`src/rtl/ap_ctrl_txn_recorder.sv`:
```
// Observes one block's ap_ctrl handshake and emits one timestamped record per completed
// transaction on a valid/ready stream, buffered so consumer back-pressure never stalls the block.
module ap_ctrl_txn_recorder #(
  parameter int unsigned CNT_W      = 32,
  parameter int unsigned ID_W       = 16,
  parameter int unsigned FIFO_DEPTH = 4
) (
  input  logic             clock,
  input  logic             reset,
  input  logic             ap_start,
  input  logic             ap_ready,
  input  logic             ap_done,
  input  logic             ap_continue,
  input  logic             finish,
  output logic             rec_valid,
  input  logic             rec_ready,
  output logic [ID_W-1:0]  rec_id,
  output logic [CNT_W-1:0] rec_t_start,
  output logic [CNT_W-1:0] rec_t_ready,
  output logic [CNT_W-1:0] rec_t_done,
  output logic [CNT_W-1:0] rec_stall,
  output logic [15:0]      drop_cnt,
  output logic             busy,
  output logic             flushed
);

  localparam int unsigned PtrW = $clog2(FIFO_DEPTH);
  localparam logic [PtrW:0] PtrOne = 1;

  typedef enum logic [1:0] {StIdle, StRun, StHold} state_e;

  typedef struct packed {
    logic [ID_W-1:0]  id;
    logic [CNT_W-1:0] t_start;
    logic [CNT_W-1:0] t_ready;
    logic [CNT_W-1:0] t_done;
    logic [CNT_W-1:0] stall;
  } rec_t;

  function automatic logic [CNT_W-1:0] sat_inc(input logic [CNT_W-1:0] v);
    return (&v) ? v : v + CNT_W'(1);
  endfunction

  state_e           state_q, state_d;
  logic [CNT_W-1:0] cyc_q, cyc_d;
  logic [ID_W-1:0]  id_q, id_d;
  logic [CNT_W-1:0] t_start_q, t_start_d;
  logic [CNT_W-1:0] t_ready_q, t_ready_d;
  logic [CNT_W-1:0] t_done_q, t_done_d;
  logic [CNT_W-1:0] stall_q, stall_d;
  logic             ready_seen_q, ready_seen_d;
  logic [15:0]      drop_q, drop_d;
  logic             fin_seen_q, fin_seen_d;
  logic             flushed_q, flushed_d;
  logic [PtrW:0]    wr_ptr_q, wr_ptr_d;
  logic [PtrW:0]    rd_ptr_q, rd_ptr_d;
  rec_t             mem_q [FIFO_DEPTH];
  rec_t             mem_d [FIFO_DEPTH];

  logic             run_eval;
  logic             close;
  rec_t             rec_close;
  logic             empty, full, pop, push, drop;
  logic [PtrW-1:0]  wr_idx, rd_idx;
  rec_t             head;

  // Transaction tracking. An open from IDLE evaluates ready/done in the same cycle as RUN would.
  always_comb begin
    state_d      = state_q;
    t_start_d    = t_start_q;
    t_ready_d    = t_ready_q;
    t_done_d     = t_done_q;
    stall_d      = stall_q;
    ready_seen_d = ready_seen_q;
    run_eval     = 1'b0;
    close        = 1'b0;

    unique case (state_q)
      StIdle: begin
        if (ap_start) begin
          t_start_d    = cyc_q;
          t_ready_d    = '0;
          t_done_d     = '0;
          stall_d      = '0;
          ready_seen_d = 1'b0;
          run_eval     = 1'b1;
        end
      end
      StRun: run_eval = 1'b1;
      StHold: begin
        if (ap_done && !ap_continue) stall_d = sat_inc(stall_q);
        if (ap_continue) begin
          close   = 1'b1;
          state_d = StIdle;
        end
      end
      default: state_d = StIdle;
    endcase

    if (run_eval) begin
      state_d = StRun;
      if (ap_ready && !ready_seen_d) begin
        t_ready_d    = cyc_q;
        ready_seen_d = 1'b1;
      end
      if (ap_done) begin
        t_done_d = cyc_q;
        if (!ready_seen_d) t_ready_d = cyc_q;
        if (ap_continue) begin
          close   = 1'b1;
          state_d = StIdle;
        end else begin
          // The done cycle itself already counts as a stalled cycle.
          stall_d = sat_inc(stall_d);
          state_d = StHold;
        end
      end
    end

    rec_close.id      = id_q;
    rec_close.t_start = t_start_d;
    rec_close.t_ready = t_ready_d;
    rec_close.t_done  = t_done_d;
    rec_close.stall   = stall_d;
  end

  assign wr_idx = wr_ptr_q[PtrW-1:0];
  assign rd_idx = rd_ptr_q[PtrW-1:0];
  assign empty  = (wr_ptr_q == rd_ptr_q);
  assign full   = (wr_ptr_q[PtrW] != rd_ptr_q[PtrW]) && (wr_idx == rd_idx);
  assign pop    = !empty && rec_ready;
  // A pop in the same cycle frees the slot, so a full FIFO can still accept the push.
  assign push   = close && (!full || pop);
  assign drop   = close && full && !pop;

  always_comb begin
    mem_d    = mem_q;
    wr_ptr_d = wr_ptr_q;
    rd_ptr_d = rd_ptr_q;
    if (push) begin
      mem_d[wr_idx] = rec_close;
      wr_ptr_d      = wr_ptr_q + PtrOne;
    end
    if (pop) rd_ptr_d = rd_ptr_q + PtrOne;
  end

  always_comb begin
    cyc_d      = cyc_q + CNT_W'(1);
    id_d       = close ? id_q + ID_W'(1) : id_q;
    drop_d     = (drop && drop_q != 16'hFFFF) ? drop_q + 16'd1 : drop_q;
    fin_seen_d = fin_seen_q | finish;
    flushed_d  = flushed_q | ((fin_seen_q | finish) && state_q == StIdle && empty);
  end

  always_ff @(posedge clock) begin
    if (reset) begin
      state_q      <= StIdle;
      cyc_q        <= '0;
      id_q         <= '0;
      t_start_q    <= '0;
      t_ready_q    <= '0;
      t_done_q     <= '0;
      stall_q      <= '0;
      ready_seen_q <= 1'b0;
      drop_q       <= '0;
      fin_seen_q   <= 1'b0;
      flushed_q    <= 1'b0;
      wr_ptr_q     <= '0;
      rd_ptr_q     <= '0;
      mem_q        <= '{default: '0};
    end else begin
      state_q      <= state_d;
      cyc_q        <= cyc_d;
      id_q         <= id_d;
      t_start_q    <= t_start_d;
      t_ready_q    <= t_ready_d;
      t_done_q     <= t_done_d;
      stall_q      <= stall_d;
      ready_seen_q <= ready_seen_d;
      drop_q       <= drop_d;
      fin_seen_q   <= fin_seen_d;
      flushed_q    <= flushed_d;
      wr_ptr_q     <= wr_ptr_d;
      rd_ptr_q     <= rd_ptr_d;
      mem_q        <= mem_d;
    end
  end

  assign head        = mem_q[rd_idx];
  assign rec_valid   = !empty;
  assign rec_id      = rec_valid ? head.id : '0;
  assign rec_t_start = rec_valid ? head.t_start : '0;
  assign rec_t_ready = rec_valid ? head.t_ready : '0;
  assign rec_t_done  = rec_valid ? head.t_done : '0;
  assign rec_stall   = rec_valid ? head.stall : '0;
  assign drop_cnt    = drop_q;
  assign busy        = (state_q != StIdle);
  assign flushed     = flushed_q;

endmodule

```
`config.mk`:
```
export PLATFORM = sky130hd
export DESIGN_NAME = ap_ctrl_txn_recorder
export DESIGN_NICKNAME = d
export VERILOG_FILES = /design/src/rtl/ap_ctrl_txn_recorder.sv
export SDC_FILE = /design/constraint.sdc
export NUM_CORES = 2
export LEC_CHECK = 0
export CAP_MARGIN = 15
export CORE_ASPECT_RATIO = 1.75
export CORE_MARGIN = 1
export CORE_UTILIZATION = 45
export DETAILED_ROUTE_END_ITERATION = 8
export GPL_TIMING_DRIVEN = 0
export PLACE_DENSITY = 0.68
export SLEW_MARGIN = 5
export SYNTH_ARGS = -nofsm -noshare
export SYNTH_HDL_FRONTEND = slang
export SYNTH_SLANG_ARGS = --single-unit
```
`constraint.sdc`:
```
create_clock -name clock -period 3.6 [get_ports clock]
set_input_delay 0.54 -clock clock [delete_from_list [all_inputs] [get_ports clock]]
set_output_delay 0.54 -clock clock [all_outputs]
set_load 0.02 [all_outputs]
```
# ---- After elaboration in Yosys (flattened, before gate mapping)
# Index checks and enable logic that the tools add are counted.
dict set report word_totals {
  ff_bits 779
  inputBits 8
  wordCells 126
  output_inout_bits 163
}
dict set report classes {
  n_mux 48
  bitwise_logic 4
  n_addsub 7
  reduce_logical 23
  n_eq_ne 8
  magnitude_cmp 3
}
# cell count
set op_table {}
lappend op_table {{32-bit two-way mux} 23}
lappend op_table {{576-bit bitwise mux} 1}
lappend op_table {{144-bit two-way mux} 3}
lappend op_table {{144-bit binary-select mux with 2-bit select} 1}
lappend op_table {{144-bit demux with 2-bit select} 1}
lappend op_table {{32-bit by 1-bit adder with 32-bit output, second input constant} 3}
lappend op_table {{32-bit one-hot mux with 2 select lines} 1}
lappend op_table {{32-bit AND reduction} 2}
lappend op_table {{16-bit by 1-bit adder with 16-bit output, second input constant} 2}
lappend op_table {{16-bit two-way mux} 1}
lappend op_table {{16-bit inequality test, second input constant} 1}
lappend op_table {{1-bit logical AND} 11}
lappend op_table {{1-bit two-way mux} 11}
lappend op_table {{2-bit two-way mux} 4}
lappend op_table {{3-bit by 1-bit adder with 3-bit output, second input constant} 2}
lappend op_table {{3-bit greater-or-equal comparator, second input constant} 2}
lappend op_table {{2-bit NOT with 3-bit output} 2}
lappend op_table {{1-bit zero test} 5}
lappend op_table {{2-bit one-hot mux with 2 select lines} 1}
lappend op_table {{3-bit equality test} 1}
lappend op_table {{3-bit by 1-bit < comparator with 1-bit output, second input constant} 1}
lappend op_table {{3-bit inequality test, second input constant} 1}
lappend op_table {{2-bit by 1-bit equality test with 1-bit output, second input constant} 1}
lappend op_table {{2-bit equality test} 1}
lappend op_table {{other kinds (10)} 11}

# ---- Logic depth before layout (Yosys ltp)
dict set report logic_depth {
  word_depth 10
  ltp_mapped 16
  depth_no_buf 13
}

# ---- Worst setup path after synthesis
# Ideal clock, no wire load.
dict set report synth_timing {
  path_type {register to register}
  from {reg stall_q[0]}
  to {reg stall_q[25]}
  n_path_buf 2
  t_arrival_ns 3.719
  path_stages_with_launch 14
  setup_slack_ns -0.247
  path_cell_list {dfxtp_1 > ha_1 > nand3_2 > or4_1 > buf_2 > buf_6 > o31ai_1 > mux2i_1 > nand4_1 > nor4_1 > nand3_1 > a211oi_1 > xor2_1 > nor2_1}
}
dict set report synth_via {
  elab_chain_cells 9
}
# item line
set synth_rtl {}
lappend synth_rtl {{start, declared} 50} ;# logic [CNT_W-1:0] stall_q, stall_d;
lappend synth_rtl {{start signal, assigned} 178} ;# stall_q <= stall_d;
lappend synth_rtl {{32-bit by 1-bit adder with 32-bit output / 32-bit AND reduction (equally long branches)} 41} ;# return (&v) ? v : v + CNT_W'(1);
lappend synth_rtl {{32-bit two-way mux} 41}
lappend synth_rtl {{32-bit two-way mux} 91} ;# if (ap_done && !ap_continue) stall_d = sat_inc(stall_q);
lappend synth_rtl {{32-bit one-hot mux with 2 select lines *} 78} ;# unique case (state_q)
lappend synth_rtl {{32-bit by 1-bit adder with 32-bit output / 32-bit AND reduction (equally long branches)} 41}
lappend synth_rtl {{32-bit two-way mux} 41}
lappend synth_rtl {{32-bit two-way mux} 109} ;# if (ap_continue) begin
lappend synth_rtl {{32-bit two-way mux} 106} ;# if (ap_done) begin
lappend synth_rtl {{32-bit two-way mux *} 100} ;# if (run_eval) begin
# Mark *: on every way between the ends. The rest lies on a longest branch, timed or not.
# A chain may end at the register's enable or synchronous reset.

# ---- Final worst setup path
dict set report layout_timing {
  from {reg stall_q[2]}
  to {reg mem_q[292] in the netlist's numbering}
}
dict set report layout_via {
  elab_chain_cells 10
}
# item line
set layout_rtl {}
lappend layout_rtl {{32-bit by 1-bit adder with 32-bit output / 32-bit AND reduction (equally long branches)} 41}
lappend layout_rtl {{32-bit two-way mux} 41}
lappend layout_rtl {{32-bit two-way mux} 91}
lappend layout_rtl {{32-bit one-hot mux with 2 select lines *} 78}
lappend layout_rtl {{32-bit by 1-bit adder with 32-bit output / 32-bit AND reduction (equally long branches)} 41}
lappend layout_rtl {{32-bit two-way mux} 41}
lappend layout_rtl {{32-bit two-way mux} 109}
lappend layout_rtl {{32-bit two-way mux} 106}
lappend layout_rtl {{32-bit two-way mux *} 100}
lappend layout_rtl {{576-bit bitwise mux *} 141} ;# mem_d[wr_idx] = rec_close;
lappend layout_rtl {{end signal, assigned} 185} ;# mem_q <= mem_d;
lappend layout_rtl {{end, declared} 57} ;# rec_t mem_q [FIFO_DEPTH];
# Marks and branches as above.

==> results.json <==
{
  "cts.sinks": 779,
  "yosys_warnings": 0,
  "layout_min_cycle_time_ns": 3.84,
  "path_buf_inv": 5,
  "dp_hpwl_um": 85100,
  "synth_nets": 3560,
  "worst_setup_path_end_kind": "register",
  "cts_tree": "yes",
  "yosysSeqAreaShare_pct": 46.9,
  "nNetsFinal": 3902,
  "rsz0062_at_grt": "yes",
  "vias_per_cell": 6.03,
  "drtIter0Drc": 2537,
  "final-setup-viol-count": 86,
  "area_growth_syn_to_layout_pct": 22.2,
  "dpl_cell_area_sq_um": 36200,
  "antenna_found_initial": 1,
  "syn_inst": 3542,
  "grt_max_degree": 17,
  "via_count": 29369,
  "cts_buffers": 73,
  "leakage_nw": 13.9,
  "path_clk_slew_ns": 0.06,
  "multi_input_area_sq_um": 17200,
  "routed_wl_um": 120000,
  "synth-compound-area-share_pct": 15.4,
  "cp_common_cell": "buf_6",
  "port_buffers": 170,
  "maxCapViolCount": 0,
  "grt_pass1_vias": 29108,
  "fin_worst_skew_ns": 0.0328,
  "fillers": 6433,
  "die_h_um": 362,
  "synth.avg_cell_area_sq_um": 9.38,
  "hp-class": "input pin to register",
  "cts-root-buf": "clkbuf_16",
  "ant_nets": 0,
  "io_pins": 171,
  "die_area_sq_um": 75000,
  "postCtsHoldBufs": 0,
  "gp_congestion": 0.958,
  "drcViolationCount": 0,
  "syn-cell-area_sq_um": 33200,
  "total_power_w": 0.0188,
  "hold_viol_final": 0,
  "start_util_pct": 45.6,
  "yosys.area_share.simple_pct": 20.0,
  "synth_top_family_by_area": "simple AND/OR/NAND/NOR gates",
  "startpoint_type": "register",
  "async_flop_share_pct": 0,
  "status": "finished, violations left",
  "wl_per_cell_um": 24.6,
  "setup_ws_ns": -0.243,
  "synth.mux.area_fraction_pct": 11.3,
  "die_w_um": 207,
  "powerDensity_nw_per_um2": 464,
  "max_freq_ghz": 0.260,
  "slew_viol_final": 0,
  "critical_path.slowest_cell": "or4_4",
  "ys_ff_latch": 779,
  "cts_buffer_depth": 3,
  "yosys.area_share.xor_xnor_pct": 2.20,
  "dr.pass1.iters": 9,
  "gr-usage-all-layers_pct": 31.5,
  "synth.distinct_cells": 75,
  "synth-edff-count": 0,
  "slew_headroom_pct": 19.4,
  "arrival_ns": 4.35,
  "min_period_over_period_pct": 107,
  "tightest_slew_ns": 1.21,
  "std_cell_rows": 131,
  "clkLatencyLatePin_ns": 0.66,
  "violations": "setup timing",
  "ir_worst_vdd_uv": 325,
  "drive_gt1_share_pct": 15.6,
  "grt-ovfl-total": 0,
  "ys.flop_type": "dfxtp_1",
  "crit_fanout": 8,
  "stdcell_area_sq_um": 40600,
  "critPathTopFamily": "simple AND/OR/NAND/NOR gates",
  "synthAdderAreaFrac_pct": 0.376,
  "core_area_sq_um": 72900,
  "grt_first_pass_wirelength_um": 179000,
  "cts-htree-levels": 3,
  "cpPeakStageDelay_ns": 0.59,
  "cp_cell_sequence": "buf_6 -> nand4_1 -> or3_4 -> or4_4 -> o31a_1 -> o211ai_1 -> nor4b_4 -> buf_6 -> buf_6 -> and3_4 -> buf_12 -> a211oi_4 -> xnor2_2 -> buf_6 -> o21ai_1",
  "path_class": "register to register",
  "crit_required_ns": 4.10,
  "seqCellArea_sq_um": 15600
}
## worst paths after layout
kind                             endpoint  slack (ns)                   from  cells after the start
setup reg to reg  mem_q[292]$_SDFFE_PP0P_       -0.24  stall_q[2]$_SDFF_PP0_                     15
hold reg to reg     fin_seen_q$_SDFF_PP0_        0.45  fin_seen_q$_SDFF_PP0_                      2
hold / removal    state_q[0]$_SDFFE_PP0P_        0.25                ap_done                      2
setup / recovery  mem_q[292]$_SDFFE_PP0P_       -0.24  stall_q[2]$_SDFF_PP0_                     15
## per-stage QoR
stage / hold slack (ns) / utilization [%] / std cells / setup slack, ns / setup TNS [ns]
6_report: 0.253 / 55.7 / 4872 / -0.243 / -8.73
4_1_cts: 0.452 / 54.9 / 4844 / -0.125 / -1.61
5_1_grt: 0.270 / 55.7 / 4869 / -0.329 / -16.28
3_3_place_gp: 0.437 / 49.6 / 4643 / -2.65 / -1009.82
2_1_floorplan: 0.422 / - / 3542 / 0.00592 / 0
3_5_place_dp: 0.443 / 49.7 / 4650 / -2.69 / -949.68
## final cells by class
class                      instances  share of cell area, %
multi-input combinational       2427                   42.3
sequential                       779                   38.5
timing repair buffer             271                   6.34
clock buffer                      99                   5.16
buffer                           318                   3.91
tap                              931                   2.87
clock inverter                    30                  0.798
inverter                          14                  0.129
antenna                            3                 0.0185
## cells in the final DEF (no fill, tap or decap), drive strengths merged, types with 10 or more instances in the layout
| cell | instances |
|---|---|
| a211oi | 423 |
| a21oi | 155 |
| and2 | 152 |
| and3 | 81 |
| buf | 139 |
| clkbuf | 379 |
| clkdlybuf4s50 | 149 |
| clkinv | 17 |
| dfxtp | 779 |
| dlygate4sd2 | 14 |
| ha | 10 |
| inv | 19 |
| mux2i | 46 |
| mux4 | 144 |
| nand2 | 203 |
| nand3 | 46 |
| nand3b | 83 |
| nand4 | 30 |
| nor2 | 670 |
| nor3 | 41 |
| nor4 | 20 |
| o211ai | 13 |
| o21ai | 101 |
| or3 | 15 |
| xnor2 | 32 |
| xor2 | 49 |
## flip-flops by register name, indices dropped and copies added, names as in the netlist
name and cells:
fin_seen_q 1, t_start_q 32, ready_seen_q 1, t_ready_q 32
flushed 1, stall_q 32, mem_q 576, rd_ptr_q 3
t_done_q 32, drop_cnt 16, cyc_q 32, state_q 2
wr_ptr_q 3, id_q 16
## per-layer routing
metal  global-route usage [%]  part of all wire [%]  routed length [um]  up-vias
met5                        0                     0                   0        -
met4                     24.9                   8.2                9880        0
met3                     5.54                   6.6                7860      449
met2                     56.0                    51               60900     1342
met1                     32.8                    34               41300    14256
li1                         -                     -                   -    13322
## Yosys cell counts (all sizes together), types with 5 or more instances
cell type / instances / area share, %
dfxtp: 779 / 47
nor2: 670 / 7.6
a211oi: 423 / 9.6
clkbuf: 281 / 3.2
nand2: 203 / 2.3
a21oi: 155 / 2.3
and2: 152 / 2.9
mux4: 144 / 9.8
o21ai: 101 / 1.5
nand3b: 83 / 1.9
and3: 81 / 1.5
xor2: 49 / 1.3
mux2i: 46 / 1.4
nand3: 46 / 0.74
buf: 41 / 0.55
nor3: 41 / 0.66
xnor2: 32 / 0.91
nand4: 30 / 0.56
nor4: 20 / 0.43
or3: 15 / 0.28
inv: 14 / 0.16
o211ai: 13 / 0.29
ha: 10 / 0.38
nand2b: 9 / 0.17
or2: 8 / 0.15
a31oi: 7 / 0.13
nor3b: 7 / 0.16
o31ai: 7 / 0.24
a21o: 6 / 0.14
nor4b: 6 / 0.22
o31a: 6 / 0.16
or4: 6 / 0.14
o311ai: 5 / 0.13
## power by group
part           internal [W]  total (W)  switching, W  leakage [nW]
sequential          0.00876    0.00885     0.0000891          6.30
combinational      0.000746    0.00201       0.00126          6.39
clock               0.00442    0.00799       0.00357          1.19
## logic make-up after synthesis
kind of cell / Yosys count
AND/OR/NAND/NOR: 1390
flip-flops: 779
AO/OA/AOI/OAI: 753
buffers and inverters: 336
multiplexers: 193
XOR/XNOR: 81
adder cells (fa/ha/maj): 10
## what timing repair did
action	in CTS	in global routing
setup endpoints to repair	759	426
buffers inserted	66	28
gates resized for setup	318	135
cloned	0	0
pin swaps	55	71
Note: power is estimated with default switching activity, not from simulation.
